`src/rtl/maindec_pkg.sv`:
```
// Shared types and encodings for the multicycle LEGv8 main decoder.
// The optional unconditional-branch opcode class is used when MAINDEC_B_EN is defined.
package maindec_pkg;

  typedef enum logic [3:0] {
    FETCH,
    DECODE,
    MEMADR,
    MEMRD,
    MEMWB,
    MEMWR,
    EXEC,
    ALUWB,
    CBZ,
    BR,
    HALT
  } state_t;

  typedef enum logic [2:0] {
    OC_LDUR,
    OC_STUR,
    OC_CBZ,
    OC_RTYPE,
    OC_B,
    OC_ILL
  } opclass_t;

  localparam logic [10:0] OP_LDUR    = 11'b11111000010;
  localparam logic [10:0] OP_STUR    = 11'b11111000000;
  localparam logic [10:0] OP_ADD     = 11'b10001011000;
  localparam logic [10:0] OP_SUB     = 11'b11001011000;
  localparam logic [10:0] OP_AND     = 11'b10001010000;
  localparam logic [10:0] OP_ORR     = 11'b10101010000;
  // Prefix-matched opcodes: CBZ on Op[10:3], B on Op[10:5]
  localparam logic [7:0]  OP_CBZ_PFX = 8'b10110100;
  localparam logic [5:0]  OP_B_PFX   = 6'b000101;

  localparam logic [1:0] SRCB_REG     = 2'b00;
  localparam logic [1:0] SRCB_FOUR    = 2'b01;
  localparam logic [1:0] SRCB_IMM     = 2'b10;
  localparam logic [1:0] SRCB_IMM_SH2 = 2'b11;

  localparam logic [1:0] ALUOP_ADD   = 2'b00;
  localparam logic [1:0] ALUOP_PASSB = 2'b01;
  localparam logic [1:0] ALUOP_RTYPE = 2'b10;

endpackage

```
`src/rtl/maindec_opclass.sv`:
```
// Combinational opcode classifier for the multicycle main decoder.
// Unconditional branch B is recognised only when MAINDEC_B_EN is defined.
module maindec_opclass
  import maindec_pkg::*;
#(
  parameter int unsigned OPW = 11
) (
  input  logic [OPW-1:0] Op,
  output opclass_t       opclass
);

  always_comb begin
    opclass = OC_ILL;
    if (Op == OP_LDUR) begin
      opclass = OC_LDUR;
    end else if (Op == OP_STUR) begin
      opclass = OC_STUR;
    end else if (Op[10:3] == OP_CBZ_PFX) begin
      opclass = OC_CBZ;
    end else if ((Op == OP_ADD) || (Op == OP_SUB) || (Op == OP_AND) || (Op == OP_ORR)) begin
      opclass = OC_RTYPE;
    end
`ifdef MAINDEC_B_EN
    else if (Op[10:5] == OP_B_PFX) begin
      opclass = OC_B;
    end
`endif
  end

endmodule

```
`src/rtl/maindec_fsm.sv`:
```
// Multicycle LEGv8 main decoder: Moore FSM with memory-ready stalls.
// Define MAINDEC_B_EN to add the unconditional branch (B) sequence.
module maindec_fsm
  import maindec_pkg::*;
#(
  parameter int unsigned OPW    = 11,
  parameter int unsigned ALUOPW = 2
) (
  input  logic              clk,
  input  logic              reset,
  input  logic [OPW-1:0]    Op,
  input  logic              mem_ready,
  output logic              PCWrite,
  output logic              IRWrite,
  output logic              Reg2Loc,
  output logic              ALUSrcA,
  output logic [1:0]        ALUSrcB,
  output logic              MemtoReg,
  output logic              RegWrite,
  output logic              MemRead,
  output logic              MemWrite,
  output logic              Branch,
  output logic [ALUOPW-1:0] ALUOp,
  output logic              instr_done,
  output logic              illegal
);

  state_t   r_state;
  opclass_t w_opclass;

  maindec_opclass #(
    .OPW (OPW)
  ) u_opclass (
    .Op      (Op),
    .opclass (w_opclass)
  );

  always_ff @(posedge clk) begin
    if (!reset) begin
      r_state <= FETCH;
    end else begin
      unique case (r_state)
        FETCH:  if (mem_ready) r_state <= DECODE;
        DECODE: begin
          unique case (w_opclass)
            OC_LDUR, OC_STUR: r_state <= MEMADR;
            OC_CBZ:           r_state <= CBZ;
            OC_RTYPE:         r_state <= EXEC;
            OC_B:             r_state <= BR;
            default:          r_state <= HALT;
          endcase
        end
        MEMADR: r_state <= (w_opclass == OC_LDUR) ? MEMRD : MEMWR;
        MEMRD:  if (mem_ready) r_state <= MEMWB;
        MEMWR:  if (mem_ready) r_state <= FETCH;
        EXEC:   r_state <= ALUWB;
        MEMWB, ALUWB, CBZ, BR: r_state <= FETCH;
        HALT:   r_state <= HALT;
        default: r_state <= FETCH;
      endcase
    end
  end

  always_comb begin
    PCWrite    = 1'b0;
    IRWrite    = 1'b0;
    Reg2Loc    = 1'b0;
    ALUSrcA    = 1'b0;
    ALUSrcB    = SRCB_REG;
    MemtoReg   = 1'b0;
    RegWrite   = 1'b0;
    MemRead    = 1'b0;
    MemWrite   = 1'b0;
    Branch     = 1'b0;
    ALUOp      = ALUOPW'(ALUOP_ADD);
    instr_done = 1'b0;
    illegal    = 1'b0;
    unique case (r_state)
      FETCH: begin
        MemRead = 1'b1;
        ALUSrcB = SRCB_FOUR;
        PCWrite = mem_ready;
        IRWrite = mem_ready;
      end
      DECODE: begin
        ALUSrcB = SRCB_IMM_SH2;
        Reg2Loc = (w_opclass == OC_STUR) || (w_opclass == OC_CBZ);
      end
      MEMADR: begin
        ALUSrcA = 1'b1;
        ALUSrcB = SRCB_IMM;
      end
      MEMRD: begin
        MemRead = 1'b1;
        ALUSrcA = 1'b1;
        ALUSrcB = SRCB_IMM;
      end
      MEMWB: begin
        RegWrite   = 1'b1;
        MemtoReg   = 1'b1;
        instr_done = 1'b1;
      end
      MEMWR: begin
        MemWrite   = 1'b1;
        Reg2Loc    = 1'b1;
        ALUSrcA    = 1'b1;
        ALUSrcB    = SRCB_IMM;
        instr_done = mem_ready;
      end
      EXEC: begin
        ALUSrcA = 1'b1;
        ALUOp   = ALUOPW'(ALUOP_RTYPE);
      end
      ALUWB: begin
        RegWrite   = 1'b1;
        ALUOp      = ALUOPW'(ALUOP_RTYPE);
        instr_done = 1'b1;
      end
      CBZ: begin
        ALUSrcA    = 1'b1;
        ALUOp      = ALUOPW'(ALUOP_PASSB);
        Reg2Loc    = 1'b1;
        Branch     = 1'b1;
        instr_done = 1'b1;
      end
      BR: begin
        PCWrite    = 1'b1;
        ALUSrcB    = SRCB_IMM_SH2;
        instr_done = 1'b1;
      end
      HALT: illegal = 1'b1;
      default: ;
    endcase
    // Held reset aborts any in-flight instruction: no writes, no completion pulse
    if (!reset) begin
      PCWrite    = 1'b0;
      IRWrite    = 1'b0;
      Reg2Loc    = 1'b0;
      ALUSrcA    = 1'b0;
      ALUSrcB    = SRCB_REG;
      MemtoReg   = 1'b0;
      RegWrite   = 1'b0;
      MemRead    = 1'b0;
      MemWrite   = 1'b0;
      Branch     = 1'b0;
      ALUOp      = '0;
      instr_done = 1'b0;
      illegal    = 1'b0;
    end
  end

endmodule

```
`config.mk`:
```
export PLATFORM = sky130hd
export DESIGN_NAME = maindec_fsm
export DESIGN_NICKNAME = d
export VERILOG_FILES = /design/src/rtl/maindec_pkg.sv /design/src/rtl/maindec_opclass.sv /design/src/rtl/maindec_fsm.sv
export SDC_FILE = /design/constraint.sdc
export NUM_CORES = 1
export LEC_CHECK = 0
export CAP_MARGIN = 20
export CORE_MARGIN = 2
export CORE_UTILIZATION = 44
export CTS_BUF_LIST = sky130_fd_sc_hd__clkbuf_8
export DETAILED_ROUTE_END_ITERATION = 7
export PLACE_DENSITY_LB_ADDON = 0.08
export SYNTH_ARGS = -nofsm -noshare
export SYNTH_HDL_FRONTEND = slang
export SYNTH_SLANG_ARGS = --single-unit
```
`constraint.sdc`:
```
create_clock -name clk -period 3.5 [get_ports clk]
set_clock_uncertainty 0.1 [all_clocks]
set_input_delay 0.7 -clock clk [delete_from_list [all_inputs] [get_ports clk]]
set_output_delay 0.7 -clock clk [all_outputs]
set_load 0.02 [all_outputs]
```
==> report_table.html, run 1 <==
<table>
<tr><th>Metric</th><th>Value</th></tr>
<tr><th colspan="2">Min path</th></tr>
<tr><td>Hold Crit Endpoint</td><td>r_state[3]$_SDFFE_PN0P_</td></tr>
<tr><td>Number of cells on the worst hold path</td><td>2</td></tr>
<tr><td>Hold Crit Class</td><td>flip-flop to flip-flop</td></tr>
<tr><td>Worst min-delay path startpoint</td><td>r_state[0]$_SDFFE_PN0P_</td></tr>
<tr><th colspan="2">Synth</th></tr>
<tr><td>Number of storage elements in the synthesis netlist</td><td>4</td></tr>
<tr><td>Async S/R FF share, synth</td><td>0</td></tr>
<tr><td>Fraction of the yosys area taken by sequential cells</td><td>0.137</td></tr>
<tr><td>Mapped Nets</td><td>101</td></tr>
<tr><td>Total number of yosys warnings</td><td>0</td></tr>
<tr><td>Top cell types by occurrence after synthesis</td><td>nor2_1, a21oi_1, nand2_1</td></tr>
<tr><td>Fraction of synthesized cell area taken by the top area cell type</td><td>0.137</td></tr>
<tr><td>Count of flip-flops with a built-in enable after synthesis</td><td>0</td></tr>
<tr><td>Cell taking the most area after synthesis</td><td>dfxtp_1</td></tr>
<tr><td>Cell with the most instances after synthesis</td><td>nor2_1</td></tr>
<tr><td>Synth Instances</td><td>87</td></tr>
<tr><td>Mean Syn Cell Area</td><td>6.73 µm²</td></tr>
<tr><td>Netlist area before placement</td><td>586 µm²</td></tr>
<tr><td>Synth cell types</td><td>41</td></tr>
<tr><td>Top post-synthesis cells by area</td><td>dfxtp_1, a21oi_1, nor2_1, nor3_1, nand2_1</td></tr>
<tr><td>Synth Flop Type</td><td>dfxtp_1</td></tr>
<tr><th colspan="2">Clocking</th></tr>
<tr><td>Post-CTS Hold Buffers</td><td>0</td></tr>
<tr><td>Cells resized by post-CTS repair</td><td>0</td></tr>
<tr><td>Sinks on Clock Net</td><td>4</td></tr>
<tr><td>Max Root-Sink Buffers</td><td>2</td></tr>
<tr><td>Root buf cell</td><td>clkbuf_8</td></tr>
<tr><td>Number of setup buffers added after CTS</td><td>0</td></tr>
<tr><td>Worst-Skew Late Latency</td><td>0.22 ns</td></tr>
<tr><td>Clock H-tree levels</td><td>1</td></tr>
<tr><td>CTS tree</td><td>done</td></tr>
<tr><td>Total clock buffers created by CTS</td><td>3</td></tr>
<tr><td>Post-CTS clock slew at the launch and capture registers of the worst setup and hold paths</td><td>0.03 ns</td></tr>
<tr><th colspan="2">Placement</th></tr>
<tr><td>Estimated wirelength of the detail-placed design</td><td>1220 µm</td></tr>
<tr><td>Global placer's final weighted congestion</td><td>0.818</td></tr>
<tr><td>Number of placed cells counting well taps</td><td>124</td></tr>
<tr><td>Port buffer count</td><td>28</td></tr>
<tr><td>Post-Place Cell Area</td><td>851 µm²</td></tr>
<tr><th colspan="2">Critical path</th></tr>
<tr><td>CP Buf/Inv Count</td><td>3</td></tr>
<tr><td>Most numerous cell on the critical path</td><td>clkdlybuf4s50_1</td></tr>
<tr><td>Critical path cell sequence</td><td>clkdlybuf4s50_1 -&gt; inv_1 -&gt; or2_2 -&gt; nor3_1 -&gt; clkdlybuf4s50_1</td></tr>
<tr><td>Type of element capturing the critical path</td><td>output port</td></tr>
<tr><td>Startpoint of the worst register-to-register path</td><td>r_state[1]$_SDFFE_PN0P_</td></tr>
<tr><td>Setup slack, reg-to-reg</td><td>1.82 ns</td></tr>
<tr><td>Reg2Reg Capture Point</td><td>r_state[1]$_SDFFE_PN0P_</td></tr>
<tr><td>Kind of start point of the critical path</td><td>primary input</td></tr>
<tr><td>Worst path required time</td><td>2.70 ns</td></tr>
<tr><td>Top cell family by delay on the critical path</td><td>buffers and inverters</td></tr>
<tr><td>Max stage delay cell, worst path</td><td>clkdlybuf4s50_1</td></tr>
<tr><td>CP arrival</td><td>2.56 ns</td></tr>
<tr><td>Reg2Reg Depth</td><td>3</td></tr>
<tr><td>Maximum net fanout on the critical path</td><td>7</td></tr>
<tr><td>Slowest stage delay, CP</td><td>0.66 ns</td></tr>
<tr><td>CP Class</td><td>primary input to output port</td></tr>
<tr><th colspan="2">STA</th></tr>
<tr><td>Fin Setup TNS</td><td>0 ns</td></tr>
<tr><td>Tmin final</td><td>3.36 ns</td></tr>
<tr><td>Ratio of final minimum period to clock period</td><td>0.961</td></tr>
<tr><td>Slew of the pin with the lowest slew margin</td><td>0.585 ns</td></tr>
<tr><td>Fin Hold WS</td><td>0.593 ns</td></tr>
<tr><td>Total setup violations reported at the end of the flow</td><td>0</td></tr>
<tr><td>Final Hold Vio Count</td><td>0</td></tr>
<tr><td>Max-Slew Margin vs Limit</td><td>0.610</td></tr>
<tr><td>Final number of max-transition violations</td><td>0</td></tr>
<tr><td>RSZ-0062 raised after global routing</td><td>false</td></tr>
<tr><td>Achievable Freq</td><td>297 MHz</td></tr>
<tr><th colspan="2">Floorplanning</th></tr>
<tr><td>Area of the die</td><td>1640 µm²</td></tr>
<tr><td>Starting density of the core</td><td>0.462</td></tr>
<tr><td>Standard cell core area</td><td>1270 µm²</td></tr>
<tr><td>Vertical die dimension</td><td>40.5 µm</td></tr>
<tr><td>Placement row count</td><td>13</td></tr>
<tr><td>I/O pin total</td><td>29</td></tr>
<tr><td>Die Wd</td><td>40.5 µm</td></tr>
<tr><th colspan="2">Routing</th></tr>
<tr><td>DRT Wirelength</td><td>1560 µm</td></tr>
<tr><td>Number of routed nets with antenna violations</td><td>0</td></tr>
<tr><td>Wire length per cell after detailed routing</td><td>12.3 µm</td></tr>
<tr><td>Vias after detailed routing</td><td>716</td></tr>
<tr><td>Count of unresolved DRC violations after routing</td><td>0</td></tr>
<tr><td>Mean number of vias per cell</td><td>5.64</td></tr>
<tr><td>Number of iterations in the first detailed-routing pass</td><td>4</td></tr>
<tr><td>DR iter-0 viols</td><td>12</td></tr>
<tr><th colspan="2">Global routing</th></tr>
<tr><td>Global-route usage over all layers</td><td>0.205</td></tr>
<tr><td>Antenna violations before repair</td><td>0</td></tr>
<tr><td>Overflow after GRT</td><td>0</td></tr>
<tr><td>Wire length of the first global-routing pass</td><td>2250 µm</td></tr>
<tr><td>Pin count of the biggest net entering global routing</td><td>20</td></tr>
<tr><td>Number of global-route vias before repair</td><td>543</td></tr>
<tr><th colspan="2">Power</th></tr>
<tr><td>Worst IR drop on VDD</td><td>198 µV</td></tr>
<tr><td>Leakage</td><td>0.324 nW</td></tr>
<tr><td>Post-route total power</td><td>0.000246 W</td></tr>
<tr><td>Power density over the cells</td><td>275 nW/µm²</td></tr>
<tr><th colspan="2">Cells and area</th></tr>
<tr><td>Largest regs</td><td>r_state x4</td></tr>
<tr><td>Inserted Diodes</td><td>0</td></tr>
<tr><td>Layout Cells excl Fill</td><td>127</td></tr>
<tr><td>Largest register FFs</td><td>4</td></tr>
<tr><td>Number of nets in the final layout</td><td>128</td></tr>
<tr><td>Register with the most flip-flops</td><td>r_state</td></tr>
<tr><td>Area Growth Syn to Fin</td><td>52.8%</td></tr>
<tr><td>Fillers</td><td>126</td></tr>
<tr><td>Fraction of final layout cells sized beyond drive strength 1</td><td>0.0804</td></tr>
<tr><td>Post-layout instance area</td><td>895 µm²</td></tr>
<tr><th colspan="2">Status</th></tr>
<tr><td>Run status</td><td>completed</td></tr>
<tr><th colspan="2">Run</th></tr>
<tr><td>Number of max-cap violations</td><td>0</td></tr>
</table>
[per-layer routing]
layer	track usage	routed length (µm)	vias up
met5	0	0	-
met4	0.0500	0	0
met3	0.0500	75	0
met2	0.353	792	25
met1	0.250	691	326
li1	-	-	365
[placed cells by master, fill, tap and decap left out, types with 2 or more instances in the layout]
master,instances
nor2b_1,3
dfxtp_1,4
nand3_1,4
inv_1,3
nor2_1,10
clkbuf_8,3
clkdlybuf4s50_1,27
nand2b_1,3
nor3_1,5
o32ai_1,2
or4_1,2
o21ai_0,4
nand2_1,6
mux2i_1,2
a21oi_1,9
[layout make-up]
class	count	area, µm²	share of cell area
repair buffers	29	290	0.324
inverters	3	11.3	0.0126
clock buffers	3	41.3	0.0462
multi-input cells	73	453	0.506
flip-flops and latches	4	80.1	0.0895
well taps	15	18.8	0.0210
[worst max-delay path by stage]
stage,start,endpoint,cells after the start,slack [ns]
floorplan,reset,ALUOp[0],4,0.84
global placement,reset,Branch,5,0.13
detailed placement,reset,ALUOp[0],5,0.10
CTS,reset,Branch,5,0.12
global route,reset,Branch,5,0.01
finish,reset,Branch,5,0.14
[metrics by stage]
step / utilization / worst slack (ns)
after floorplan: - / 0.845
after global placement: 0.671 / 0.132
after detailed placement: 0.671 / 0.103
after CTS: 0.703 / 0.117
after global routing: 0.705 / 0.0139
final: 0.705 / 0.135
[report_power, final]
part	switching [W]	internal, W
registers	0.00000791	0.0000487
logic	0.0000442	0.0000478
clock network	0.0000243	0.0000734
[logic make-up (layout without fill, tap and decap cells)]
| group | after synthesis | count (layout) | share of synthesized area |
|---|---|---|---|
| simple gates | 47 | 47 | 0.470 |
| compound gates | 22 | 22 | 0.235 |
| buf+inv | 10 | 35 | 0.0897 |
| flops | 4 | 4 | 0.137 |
| mux | 3 | 3 | 0.0534 |
| xor+xnor | 1 | 1 | 0.0150 |
[worst register-to-register path, cell delays in order, from the launching register on]
cell	delay, ns
dfxtp_1	0.68
nand2b_4	0.13
or4_1	0.52
a31oi_1	0.17
Note: power is estimated with default switching activity, not from simulation.
==> run 2: changes to the inputs <==
==> constraint.sdc (replaced) <==
create_clock -name clk -period 3.5 [get_ports clk]
set_clock_uncertainty 0.1 [all_clocks]
set_input_delay 0.35 -clock clk [delete_from_list [all_inputs] [get_ports clk]]
set_output_delay 0.35 -clock clk [all_outputs]
set_load 0.02 [all_outputs]
==> report_table.html, run 2 (synthesis results as in run 1) <==
<table>
<tr><th>Metric</th><th>Value</th></tr>
<tr><th colspan="2">Clocking</th></tr>
<tr><td>Cells resized by post-CTS repair</td><td>0 (unchanged)</td></tr>
<tr><td>Root buf cell</td><td>clkbuf_8</td></tr>
<tr><td>Post-CTS clock slew at the launch and capture registers of the worst setup and hold paths</td><td>0.03 ns (about the same)</td></tr>
<tr><td>Worst-Skew Late Latency</td><td>0.21 ns (about the same)</td></tr>
<tr><td>CTS tree</td><td>done</td></tr>
<tr><td>Total clock buffers created by CTS</td><td>3 (unchanged)</td></tr>
<tr><td>Post-CTS Hold Buffers</td><td>0 (unchanged)</td></tr>
<tr><td>Clock H-tree levels</td><td>1 (unchanged)</td></tr>
<tr><td>Number of setup buffers added after CTS</td><td>0 (unchanged)</td></tr>
<tr><td>Max Root-Sink Buffers</td><td>2 (unchanged)</td></tr>
<tr><td>Sinks on Clock Net</td><td>4 (unchanged)</td></tr>
<tr><th colspan="2">Global routing</th></tr>
<tr><td>Global-route usage over all layers</td><td>0.212 (+0.00703)</td></tr>
<tr><td>Wire length of the first global-routing pass</td><td>2340 µm (+4.0%)</td></tr>
<tr><td>Number of global-route vias before repair</td><td>577 (+6.3%)</td></tr>
<tr><td>Pin count of the biggest net entering global routing</td><td>21 (+5.0%)</td></tr>
<tr><td>Antenna violations before repair</td><td>0 (unchanged)</td></tr>
<tr><td>Overflow after GRT</td><td>0 (unchanged)</td></tr>
<tr><th colspan="2">Cells and area</th></tr>
<tr><td>Largest regs</td><td>r_state x4</td></tr>
<tr><td>Register with the most flip-flops</td><td>r_state</td></tr>
<tr><td>Area Growth Syn to Fin</td><td>51.1%</td></tr>
<tr><td>Utilization of the core after routing</td><td>0.697 (-0.00789)</td></tr>
<tr><td>Fillers</td><td>130 (+3.2%)</td></tr>
<tr><td>Largest register FFs</td><td>4 (unchanged)</td></tr>
<tr><td>Number of nets in the final layout</td><td>127 (-0.78%)</td></tr>
<tr><td>Fraction of final layout cells sized beyond drive strength 1</td><td>0.0721 (-0.00829)</td></tr>
<tr><td>Commonest non-fill, non-tap cell in the layout</td><td>clkdlybuf4s50_1</td></tr>
<tr><td>Inserted Diodes</td><td>0 (unchanged)</td></tr>
<tr><td>Commonest cells after routing, fill and taps aside</td><td>clkdlybuf4s50_1, nor2_1, a21oi_1, nand2_1, nor3_1</td></tr>
<tr><th colspan="2">STA</th></tr>
<tr><td>Ratio of final minimum period to clock period</td><td>0.776 (-0.185)</td></tr>
<tr><td>RSZ-0062 raised after global routing</td><td>false</td></tr>
<tr><td>Slew of the pin with the lowest slew margin</td><td>0.614 ns (+0.0297 ns)</td></tr>
<tr><td>Total setup violations reported at the end of the flow</td><td>0 (unchanged)</td></tr>
<tr><td>Fin Hold WS</td><td>0.705 ns (+0.113 ns)</td></tr>
<tr><td>Achievable Freq</td><td>368 MHz (+24%)</td></tr>
<tr><td>Final number of max-transition violations</td><td>0 (unchanged)</td></tr>
<tr><td>Max-Slew Margin vs Limit</td><td>0.590 (-0.0198)</td></tr>
<tr><td>Tmin final</td><td>2.72 ns (-0.648 ns)</td></tr>
<tr><td>Worst setup margin</td><td>0.784 ns (+0.648 ns)</td></tr>
<tr><td>Fin Setup TNS</td><td>0 ns (unchanged)</td></tr>
<tr><td>Final Hold Vio Count</td><td>0 (unchanged)</td></tr>
<tr><th colspan="2">Critical path</th></tr>
<tr><td>CP arrival</td><td>2.27 ns (-0.29 ns)</td></tr>
<tr><td>Maximum net fanout on the critical path</td><td>20 (+13)</td></tr>
<tr><td>CP Class</td><td>flip-flop to output port</td></tr>
<tr><td>Crit path launch</td><td>r_state[0]$_SDFFE_PN0P_</td></tr>
<tr><td>Setup slack, reg-to-reg</td><td>1.67 ns (-0.15 ns)</td></tr>
<tr><td>Type of element capturing the critical path</td><td>output port</td></tr>
<tr><td>Reg2Reg Capture Point</td><td>r_state[2]$_SDFFE_PN0P_</td></tr>
<tr><td>Startpoint of the worst register-to-register path</td><td>r_state[0]$_SDFFE_PN0P_</td></tr>
<tr><td>Worst path required time</td><td>3.05 ns (+0.35 ns)</td></tr>
<tr><td>Kind of start point of the critical path</td><td>flip-flop</td></tr>
<tr><td>Reg2Reg Depth</td><td>3 (unchanged)</td></tr>
<tr><th colspan="2">Placement</th></tr>
<tr><td>Global placer's final weighted congestion</td><td>0.848 (+3.7%)</td></tr>
<tr><td>Setup slack after placement</td><td>0.824 ns (+0.721 ns)</td></tr>
<tr><td>Estimated wirelength of the detail-placed design</td><td>1150 µm (-6.2%)</td></tr>
<tr><td>Port buffer count</td><td>28 (unchanged)</td></tr>
<tr><th colspan="2">Routing</th></tr>
<tr><td>Wire length per cell after detailed routing</td><td>12.1 µm (-1.9%)</td></tr>
<tr><td>Mean number of vias per cell</td><td>5.77 (+2.3%)</td></tr>
<tr><td>DR iter-0 viols</td><td>12 (unchanged)</td></tr>
<tr><td>Number of iterations in the first detailed-routing pass</td><td>4 (unchanged)</td></tr>
<tr><td>Vias after detailed routing</td><td>727 (+1.5%)</td></tr>
<tr><td>Number of routed nets with antenna violations</td><td>0 (unchanged)</td></tr>
<tr><td>Count of unresolved DRC violations after routing</td><td>0 (unchanged)</td></tr>
<tr><td>DRT Wirelength</td><td>1520 µm (-2.6%)</td></tr>
<tr><th colspan="2">Power</th></tr>
<tr><td>Switching share of total power</td><td>0.303 (-0.00748)</td></tr>
<tr><td>Sequential power share</td><td>0.253 (+0.023)</td></tr>
<tr><td>Power density over the cells</td><td>273 nW/µm² (-0.81%)</td></tr>
<tr><td>Worst IR drop on VDD</td><td>357 µV (+80%)</td></tr>
<tr><td>Int Pwr</td><td>0.000168 W (-0.86%)</td></tr>
<tr><td>Leakage</td><td>0.300 nW (-7.2%)</td></tr>
<tr><td>Part of the power in the clock network</td><td>0.391 (-0.006)</td></tr>
<tr><td>Fraction of power consumed by combinational cells</td><td>0.356 (-0.018)</td></tr>
<tr><td>Switch Pwr</td><td>0.0000731 W (-4.3%)</td></tr>
<tr><th colspan="2">Min path</th></tr>
<tr><td>Number of cells on the worst hold path</td><td>2 (unchanged)</td></tr>
<tr><td>Worst min-delay path startpoint</td><td>r_state[1]$_SDFFE_PN0P_</td></tr>
<tr><td>Hold Crit Class</td><td>flip-flop to flip-flop</td></tr>
<tr><td>Hold Crit Endpoint</td><td>r_state[3]$_SDFFE_PN0P_</td></tr>
<tr><th colspan="2">Floorplanning</th></tr>
<tr><td>Area of the die</td><td>1640 µm² (unchanged)</td></tr>
<tr><td>Starting density of the core</td><td>0.462 (unchanged)</td></tr>
<tr><td>Placement row count</td><td>13 (unchanged)</td></tr>
<tr><td>I/O pin total</td><td>29 (unchanged)</td></tr>
<tr><td>Die Wd</td><td>40.5 µm (unchanged)</td></tr>
<tr><td>Vertical die dimension</td><td>40.5 µm (unchanged)</td></tr>
<tr><td>Standard cell core area</td><td>1270 µm² (unchanged)</td></tr>
<tr><th colspan="2">Run</th></tr>
<tr><td>Number of max-cap violations</td><td>0 (unchanged)</td></tr>
<tr><th colspan="2">Status</th></tr>
<tr><td>Run status</td><td>completed</td></tr>
</table>
==> run 2: cell count changes in the layout (fill, tap and decap cells not counted) <==
cell,previous run,this run
dlymetal6s2s_1,1,0
buf_4,1,0
clkdlybuf4s50_1,27,28
==> run 2: critical path: stages (launching register included) <==
cell and delay [ns]:
dfxtp_1 0.70, and2b_1 0.30, mux2i_1 0.13, o22a_1 0.23, nor2_1 0.09, clkdlybuf4s50_1 0.60
==> run 2: worst max path at each step <==
stage / depth (start not counted) / slack [ns] / endpoint
2_1_floorplan: 4 / 1.48 / ALUOp[0]
3_3_place_gp: 5 / 0.83 / Branch
3_5_place_dp: 5 / 0.82 / ALUOp[0]
4_1_cts: 5 / 0.79 / ALUSrcA
5_1_grt: 5 / 0.61 / ALUSrcA
6_report: 5 / 0.78 / ALUSrcA
==> run 2: cell type report <==
class | instances | area (µm²) | area share
Inverter | 3 | 11.3 | 0.0127
Clock buffer | 3 | 41.3 | 0.0467
Multi-Input combinational cell | 73 | 453 | 0.512
Tap cell | 15 | 18.8 | 0.0212
Sequential cell | 4 | 80.1 | 0.0905
Timing Repair Buffer | 28 | 280 | 0.317
==> run 2: stage by stage <==
step | total power, W | cell area, µm² | instances
finish | 0.000241 | 885 | 126
global route | 0.000263 | 885 | 126
CTS | 0.000244 | 885 | 126
detailed placement | 0.000147 | 843 | 123
global placement | 0.000146 | 843 | 123
floorplan | 0.000109 | 586 | 87
==> run 2: power by group through the flow <==
| stage | logic [W] | registers [W] | clock network [W] |
|---|---|---|---|
| after detailed placement | 0.0000855 | 0.0000613 | 0 |
| after global routing | 0.0000942 | 0.0000620 | 0.000107 |
| after CTS | 0.0000861 | 0.0000606 | 0.0000977 |
| after floorplan | 0.0000583 | 0.0000510 | 0 |
| final | 0.0000860 | 0.0000611 | 0.0000943 |
| after global placement | 0.0000849 | 0.0000612 | 0 |
==> run 2: metal layers <==
layer	global-route usage	wire length (µm)
met4	0.0417	17
met5	0	0
met2	0.345	716
met1	0.261	680
met3	0.0833	103
